File: src/rtl/fpr_file_dp_if.sv
// Bus bundle for the FP register file.
// Covers the decode-side read/claim signals, the writeback-side write signals,
// and the status returned by the register file. The register file uses the
// slave modport; the decode/writeback side uses the master modport.
interface fpr_file_dp_if #(
  parameter int DATA_W = 32,
  parameter int ADDR_W = 5
);
  // Read ports
  logic [ADDR_W-1:0]   rs_addr;
  logic [ADDR_W-1:0]   rt_addr;
  logic                rd_dbl;
  logic [2*DATA_W-1:0] busA;
  logic [2*DATA_W-1:0] busB;
  logic                busyA;
  logic                busyB;

  // Write port
  logic                regWr;
  logic                wr_dbl;
  logic [ADDR_W-1:0]   Rw;
  logic [2*DATA_W-1:0] busW;

  // Scoreboard claims
  logic                claim_en;
  logic [ADDR_W-1:0]   claim_addr;
  logic                claim_dbl;
  logic                claim_conflict;

  // Status
  logic                pair_err;

  modport master (
    output rs_addr, rt_addr, rd_dbl,
    output regWr, wr_dbl, Rw, busW,
    output claim_en, claim_addr, claim_dbl,
    input  busA, busB, busyA, busyB, claim_conflict, pair_err
  );

  modport slave (
    input  rs_addr, rt_addr, rd_dbl,
    input  regWr, wr_dbl, Rw, busW,
    input  claim_en, claim_addr, claim_dbl,
    output busA, busB, busyA, busyB, claim_conflict, pair_err
  );
endinterface

File: src/rtl/fpr_file_dp.sv
// FP register file with double-precision pair access and a busy scoreboard.
// Two combinational read ports and one write port, each carrying a register
// pair {reg[n], reg[n+1]} on 2*DATA_W bits. A busy bit per register tracks
// in-flight multi-cycle FP results. A claim that lands on a register that is
// already busy raises a one-cycle claim_conflict pulse. Any pair access with
// an odd address sets the sticky pair_err flag.
// Optional feature macro: FPR_BYPASS_EN. When defined, same-cycle write data
// is forwarded to the read ports for each half individually. When undefined,
// reads return the stored contents until the write edge.
module fpr_file_dp #(
  parameter int DATA_W   = 32,
  parameter int NUM_REGS = 32,
  parameter int ADDR_W   = $clog2(NUM_REGS)
) (
  input logic          clk,
  input logic          reset,
  fpr_file_dp_if.slave bus
);

`ifdef FPR_BYPASS_EN
  localparam bit BYPASS = 1'b1;
`else
  localparam bit BYPASS = 1'b0;
`endif

  localparam logic [ADDR_W-1:0] PAIR_LSB = ADDR_W'(1);

  logic [DATA_W-1:0]   regs [NUM_REGS];
  logic [NUM_REGS-1:0] busy;
  logic                claim_conflict_q;
  logic                pair_err_q;

  logic [ADDR_W-1:0]   rs_hi, rs_lo, rt_hi, rt_lo;
  logic [ADDR_W-1:0]   wr_hi, wr_lo, cl_hi, cl_lo;
  logic                rs_ok, rt_ok;
  logic                wr_hi_en, wr_lo_en, cl_hi_en, cl_lo_en;
  logic [DATA_W-1:0]   wr_hi_data, wr_lo_data;
  logic [DATA_W-1:0]   a_hi, a_lo, b_hi, b_lo;
  logic                a_busy, b_busy;
  logic                conflict_d, pair_err_d;

  // An address only selects a register when it is below NUM_REGS.
  function automatic logic in_range(input logic [ADDR_W-1:0] a);
    return 32'(a) < NUM_REGS;
  endfunction

  // Replace a read half with write data if the same register is written this cycle.
  function automatic logic [DATA_W-1:0] fwd(
    input logic [ADDR_W-1:0] idx,
    input logic [DATA_W-1:0] cur,
    input logic              hi_en,
    input logic [ADDR_W-1:0] hi_idx,
    input logic [DATA_W-1:0] hi_data,
    input logic              lo_en,
    input logic [ADDR_W-1:0] lo_idx,
    input logic [DATA_W-1:0] lo_data
  );
    logic [DATA_W-1:0] r;
    r = cur;
    if (hi_en && idx == hi_idx) r = hi_data;
    if (lo_en && idx == lo_idx) r = lo_data;
    return r;
  endfunction

  // Decode addresses: pair accesses clear bit0, and the partner is bit0 set.
  always_comb begin
    rs_hi      = bus.rd_dbl ? (bus.rs_addr & ~PAIR_LSB) : bus.rs_addr;
    rs_lo      = bus.rs_addr | PAIR_LSB;
    rt_hi      = bus.rd_dbl ? (bus.rt_addr & ~PAIR_LSB) : bus.rt_addr;
    rt_lo      = bus.rt_addr | PAIR_LSB;
    wr_hi      = bus.wr_dbl ? (bus.Rw & ~PAIR_LSB) : bus.Rw;
    wr_lo      = bus.Rw | PAIR_LSB;
    cl_hi      = bus.claim_dbl ? (bus.claim_addr & ~PAIR_LSB) : bus.claim_addr;
    cl_lo      = bus.claim_addr | PAIR_LSB;
    rs_ok      = in_range(rs_hi);
    rt_ok      = in_range(rt_hi);
    wr_hi_en   = bus.regWr && in_range(wr_hi);
    wr_lo_en   = bus.regWr && bus.wr_dbl && in_range(wr_hi);
    cl_hi_en   = bus.claim_en && in_range(cl_hi);
    cl_lo_en   = bus.claim_en && bus.claim_dbl && in_range(cl_hi);
    wr_hi_data = bus.busW[2*DATA_W-1:DATA_W];
    wr_lo_data = bus.busW[DATA_W-1:0];
  end

  // Read port A: stored data and busy bits, with optional write forwarding per half.
  always_comb begin
    a_hi   = '0;
    a_lo   = '0;
    a_busy = 1'b0;
    if (rs_ok) begin
      a_hi   = regs[rs_hi];
      a_busy = busy[rs_hi];
      if (BYPASS)
        a_hi = fwd(rs_hi, a_hi, wr_hi_en, wr_hi, wr_hi_data, wr_lo_en, wr_lo, wr_lo_data);
      if (bus.rd_dbl) begin
        a_lo   = regs[rs_lo];
        a_busy = a_busy | busy[rs_lo];
        if (BYPASS)
          a_lo = fwd(rs_lo, a_lo, wr_hi_en, wr_hi, wr_hi_data, wr_lo_en, wr_lo, wr_lo_data);
      end
    end
  end

  // Read port B: same structure as port A.
  always_comb begin
    b_hi   = '0;
    b_lo   = '0;
    b_busy = 1'b0;
    if (rt_ok) begin
      b_hi   = regs[rt_hi];
      b_busy = busy[rt_hi];
      if (BYPASS)
        b_hi = fwd(rt_hi, b_hi, wr_hi_en, wr_hi, wr_hi_data, wr_lo_en, wr_lo, wr_lo_data);
      if (bus.rd_dbl) begin
        b_lo   = regs[rt_lo];
        b_busy = b_busy | busy[rt_lo];
        if (BYPASS)
          b_lo = fwd(rt_lo, b_lo, wr_hi_en, wr_hi, wr_hi_data, wr_lo_en, wr_lo, wr_lo_data);
      end
    end
  end

  // Detect a WAW claim hit and any odd address used for a pair access.
  always_comb begin
    conflict_d = (cl_hi_en && busy[cl_hi]) || (cl_lo_en && busy[cl_lo]);
    pair_err_d = (bus.rd_dbl && (bus.rs_addr[0] || bus.rt_addr[0]))
              || (bus.regWr && bus.wr_dbl && bus.Rw[0])
              || (bus.claim_en && bus.claim_dbl && bus.claim_addr[0]);
  end

  // Register storage: write one or both halves of the write bus.
  always_ff @(posedge clk or posedge reset) begin
    if (reset) begin
      for (int i = 0; i < NUM_REGS; i++) regs[i] <= '0;
    end else begin
      if (wr_hi_en) regs[wr_hi] <= wr_hi_data;
      if (wr_lo_en) regs[wr_lo] <= wr_lo_data;
    end
  end

  // Scoreboard: a claim sets busy and takes priority over a write that clears it.
  always_ff @(posedge clk or posedge reset) begin
    if (reset) begin
      busy <= '0;
    end else begin
      for (int i = 0; i < NUM_REGS; i++) begin
        if ((cl_hi_en && cl_hi == ADDR_W'(i)) || (cl_lo_en && cl_lo == ADDR_W'(i)))
          busy[i] <= 1'b1;
        else if ((wr_hi_en && wr_hi == ADDR_W'(i)) || (wr_lo_en && wr_lo == ADDR_W'(i)))
          busy[i] <= 1'b0;
      end
    end
  end

  // Status flags: one-cycle conflict pulse and sticky pair error.
  always_ff @(posedge clk or posedge reset) begin
    if (reset) begin
      claim_conflict_q <= 1'b0;
      pair_err_q       <= 1'b0;
    end else begin
      claim_conflict_q <= conflict_d;
      pair_err_q       <= pair_err_q | pair_err_d;
    end
  end

  assign bus.busA           = {a_hi, a_lo};
  assign bus.busB           = {b_hi, b_lo};
  assign bus.busyA          = a_busy;
  assign bus.busyB          = b_busy;
  assign bus.claim_conflict = claim_conflict_q;
  assign bus.pair_err       = pair_err_q;

endmodule
File: src/flat_wrapper.sv
// flat-port wrapper written by rule: the top's interface ports become plain ports
module fpr_file_dp_flat 
#(
  parameter int DATA_W   = 32,
  parameter int NUM_REGS = 32,
  parameter int ADDR_W   = $clog2(NUM_REGS)
)
  (clk, reset, bus_rs_addr, bus_rt_addr, bus_rd_dbl, bus_regWr, bus_wr_dbl, bus_Rw, bus_busW, bus_claim_en, bus_claim_addr, bus_claim_dbl, bus_busA, bus_busB, bus_busyA, bus_busyB, bus_claim_conflict, bus_pair_err);
  fpr_file_dp_if #(.DATA_W(DATA_W), .ADDR_W(ADDR_W)) bus_i ();
  input logic clk;
  input logic reset;
  input wire logic [$bits(bus_i.rs_addr)-1:0] bus_rs_addr;
  input wire logic [$bits(bus_i.rt_addr)-1:0] bus_rt_addr;
  input wire logic [$bits(bus_i.rd_dbl)-1:0] bus_rd_dbl;
  input wire logic [$bits(bus_i.regWr)-1:0] bus_regWr;
  input wire logic [$bits(bus_i.wr_dbl)-1:0] bus_wr_dbl;
  input wire logic [$bits(bus_i.Rw)-1:0] bus_Rw;
  input wire logic [$bits(bus_i.busW)-1:0] bus_busW;
  input wire logic [$bits(bus_i.claim_en)-1:0] bus_claim_en;
  input wire logic [$bits(bus_i.claim_addr)-1:0] bus_claim_addr;
  input wire logic [$bits(bus_i.claim_dbl)-1:0] bus_claim_dbl;
  output wire logic [$bits(bus_i.busA)-1:0] bus_busA;
  output wire logic [$bits(bus_i.busB)-1:0] bus_busB;
  output wire logic [$bits(bus_i.busyA)-1:0] bus_busyA;
  output wire logic [$bits(bus_i.busyB)-1:0] bus_busyB;
  output wire logic [$bits(bus_i.claim_conflict)-1:0] bus_claim_conflict;
  output wire logic [$bits(bus_i.pair_err)-1:0] bus_pair_err;
  assign bus_i.rs_addr = bus_rs_addr;
  assign bus_i.rt_addr = bus_rt_addr;
  assign bus_i.rd_dbl = bus_rd_dbl;
  assign bus_i.regWr = bus_regWr;
  assign bus_i.wr_dbl = bus_wr_dbl;
  assign bus_i.Rw = bus_Rw;
  assign bus_i.busW = bus_busW;
  assign bus_i.claim_en = bus_claim_en;
  assign bus_i.claim_addr = bus_claim_addr;
  assign bus_i.claim_dbl = bus_claim_dbl;
  assign bus_busA = bus_i.busA;
  assign bus_busB = bus_i.busB;
  assign bus_busyA = bus_i.busyA;
  assign bus_busyB = bus_i.busyB;
  assign bus_claim_conflict = bus_i.claim_conflict;
  assign bus_pair_err = bus_i.pair_err;
  fpr_file_dp #(.DATA_W(DATA_W), .NUM_REGS(NUM_REGS), .ADDR_W(ADDR_W)) u_core (.clk(clk), .reset(reset), .bus(bus_i));
endmodule
File: config.mk
export PLATFORM = sky130hd
export DESIGN_NAME = fpr_file_dp_flat
export DESIGN_NICKNAME = d
export VERILOG_FILES = /design/src/rtl/fpr_file_dp_if.sv /design/src/rtl/fpr_file_dp.sv /design/src/flat_wrapper.sv
export SDC_FILE = /design/constraint.sdc
export NUM_CORES = 2
export LEC_CHECK = 0
export ABC_AREA = 1
export ABC_CLOCK_PERIOD_IN_PS = 107200
export CAP_MARGIN = 20
export CORE_MARGIN = 1
export CORE_UTILIZATION = 25
export DETAILED_ROUTE_END_ITERATION = 16
export GPL_ROUTABILITY_DRIVEN = 0
export PLACE_DENSITY_LB_ADDON = 0.12
export SYNTH_ARGS = -nofsm -noshare
export SYNTH_HDL_FRONTEND = slang
export SYNTH_SLANG_ARGS = --single-unit
File: constraint.sdc
create_clock -name clk -period 107.2 [get_ports clk]
set_clock_uncertainty 0.05 [all_clocks]
set_input_delay 16.08 -clock clk [delete_from_list [all_inputs] [get_ports clk]]
set_output_delay 16.08 -clock clk [all_outputs]
set_load 0.02 [all_outputs]
==> metrics.txt <==
Max-slew headroom 17.73%; Total Neg Setup Slack 0 ns; H-Tree Depth 4; leading area contributor after synthesis dfrtp_1; chain of cells forming the critical path buf_2 > buf_4 > inv_4 > buf_4 > nand2_4 > buf_4 > nand2_2 > buf_4 > nor2_1 > nor2_1 > nand2_1 > nand2_1 > nand2_1 > nand2_1 > nand2_1 > clkdlybuf4s50_1; post-cts resize count 0; Syn Nets 9781; Layout fillers 28520; CP most frequent cell nand2_1; dominant synthesized flop cell dfrtp_1; worst skew pair latency 0.84 ns; final setup violation count 0; reg2reg end u_core.bus.claim_conflict$_DFF_PP0_; worst-case vdd ir drop 0.00001046 V; RSZ-0062 raised after global routing false; Syn Area/Cell 6.770 um2; share of layout cells above drive strength 1 5.749%; Post-synth EDFFs 0; post-DR wirelength/cell 32.86 um; Multi-input gate area 33390 um2; GRT Util Overall 31.49%; number of global-route vias before repair 67470; post-DP HPWL 250.6 mm; Initial Util 25.21%; Cells after Synth 9690; Fin. Hold Viols 0; antenna-violating nets left 0; first-pass GRT wire length 582.8 mm; Least-Margin Pin Slew 1.234 ns; top layer in use met5; IO buf count 222; status finished clean; Data required, critical path 91.07 ns; routed wl met3 47.23 mm; initial antenna violation count 53; CP Max Fanout 30; flop-to-flop setup slack 105.62 ns; CTS tree built; vias per cell 5.705; Yosys top cell area share 40.36%; Seq cells post-synth 1058; worst reg-to-reg path cell count 8; most numerous cell in the Yosys netlist nand2_1; CTS sink count 1058; finished layout cell area 75530 um2; DRC 0; min Tclk post-route 37.96 ns; max frequency 26.35 MHz; metal2 WL 174.8 mm; area delta synth->final 15.13%; fraction of registers with async set or reset after synthesis 100.0%; worst hold path stage count 2; DP Area 70760 um2; I/O pin count 223; Mapped Area 65600 um2; Lkg Pwr 33.28 nW; largest net degree at the start of global routing 190; grt ovf 0; drt initial violations 11880; largest cells by area after synthesis dfrtp_1 40%, nand2_1 14%, o21ai_0 13%, nand3_1 6.7%, nor2_1 4.1%; Post-CTS Setup Repair Bufs 0; Synth top cells by count 2471 x nand2_1, 1696 x o21ai_0, 1058 x dfrtp_1; core area 260200 um2; slowest cell on the critical path buf_4; Die Wd 514.3 um; Reg area 26480 um2; Ys Warns 0; total die area 264500 um2; CP peak stage delay 0.80 ns; die height 514.3 um; Worst Path Arrival 21.83 ns; CTS Buffer Depth 3; max-slew violation count 0; Yosys cell types 33; final cycle utilization of the critical path 35.41%; register area share after synthesis 40.36%; DR vias 74210; WL final 427.4 mm; CTS Buf Count 141; Crit Path Category primary input to output port; CTS Hold Bufs 0; max cap viols 0; M1 WL 183.2 mm; crit end category output port; Tightest Hold Check Type register to register; clock slew at reported path FFs 0.06 ns; power density cells 19.26 nW/um2; Worst setup SP type primary input; CTS Root Cell clkbuf_16; drt first pass iters 9; reg-to-reg startpoint u_core.busy[9]$_DFFE_PP0P_; row count 187; Final Net Count 9474
==> worst max-delay path by stage <==
stage	from	endpoint	cells after the start
after global placement	bus_rd_dbl	bus_busB[45]	14
after global routing	bus_rd_dbl	bus_busB[45]	14
after floorplan	reset	async pin	1
after CTS	bus_rd_dbl	bus_busB[45]	14
after detailed placement	bus_rd_dbl	bus_busB[45]	14
final	bus_rd_dbl	bus_busB[51]	16
==> per-layer routing <==
layer	GRT usage [%]	up-vias
met2	44.74	4956
met5	0	-
met3	7.956	862
li1	-	31910
met1	44.11	36460
met4	14.83	22
==> stage by stage <==
stage | utilization, % | worst slack (ns) | hold WS, ns | std cells | power, mW
2_1_floorplan | - | 61.29 | 0.4105 | 9690 | 0.8061
3_3_place_gp | 27.17 | 69.60 | 0.4299 | 12730 | 0.9481
3_5_place_dp | 27.20 | 69.53 | 0.4346 | 12730 | 0.9513
4_1_cts | 28.99 | 69.52 | 0.4492 | 12990 | 1.448
5_1_grt | 29.02 | 69.45 | 0.4679 | 13000 | 1.526
6_report | 29.03 | 69.24 | 0.4504 | 13010 | 1.455
==> power by group <==
part / switching, mW / internal [mW] / leakage [nW] / total (mW)
Combinational: 0.268 / 0.128 / 18.2 / 0.396
Sequential: 0.0629 / 0.499 / 12.8 / 0.562
Clock: 0.208 / 0.288 / 2.29 / 0.496
Total: 0.539 / 0.915 / 33.3 / 1.45
==> area by class of cell <==
cell class              instances  area share, %
well taps                    3496          5.791
inverters                     683          3.492
clock buffers                 227          5.732
diodes                         14        0.04638
multi-input cells            7071          44.21
flip-flops and latches       1058          35.05
repair buffers                428          5.243
clock inverters                31         0.4357
==> cell usage in the layout, fill, tap and decap left out, types with 9 or more instances in the layout <==
master	netlist	final
clkbuf_8	0	36
a21oi_1	474	474
buf_4	0	194
clkbuf_1	670	45
diode_2	0	14
dfrtp_1	1058	1058
o21ai_1	13	13
o21a_1	26	26
nor3_1	22	20
a31oi_1	26	26
clkbuf_16	0	147
nand3_1	880	877
o21ai_0	1696	1696
nor2_4	1	17
clkdlybuf4s50_1	0	213
nor2_1	717	701
inv_1	661	641
o211ai_1	325	325
inv_4	1	9
inv_2	16	15
o211a_1	11	11
o2111ai_1	56	56
clkinv_2	0	27
nand2_1	2471	2447
nand2_4	0	9
nand2_2	0	15
or2_2	16	16
o22ai_1	291	291
==> critical path, delay by kind of cell <==
kind,cells,cell delay (ns)
AND/OR/NAND/NOR,9,2.12
buffers and inverters,7,3.45
==> cell families after synthesis <==
| group | count (synthesis) | share of synthesized area, % |
|---|---|---|
| flip-flops | 1058 | 40.36 |
| buffers and inverters | 1561 | 9.187 |
| AO/OA/AOI/OAI | 2941 | 24.88 |
| AND/OR/NAND/NOR | 4130 | 25.57 |
Power figures use the tool's default switching activity.
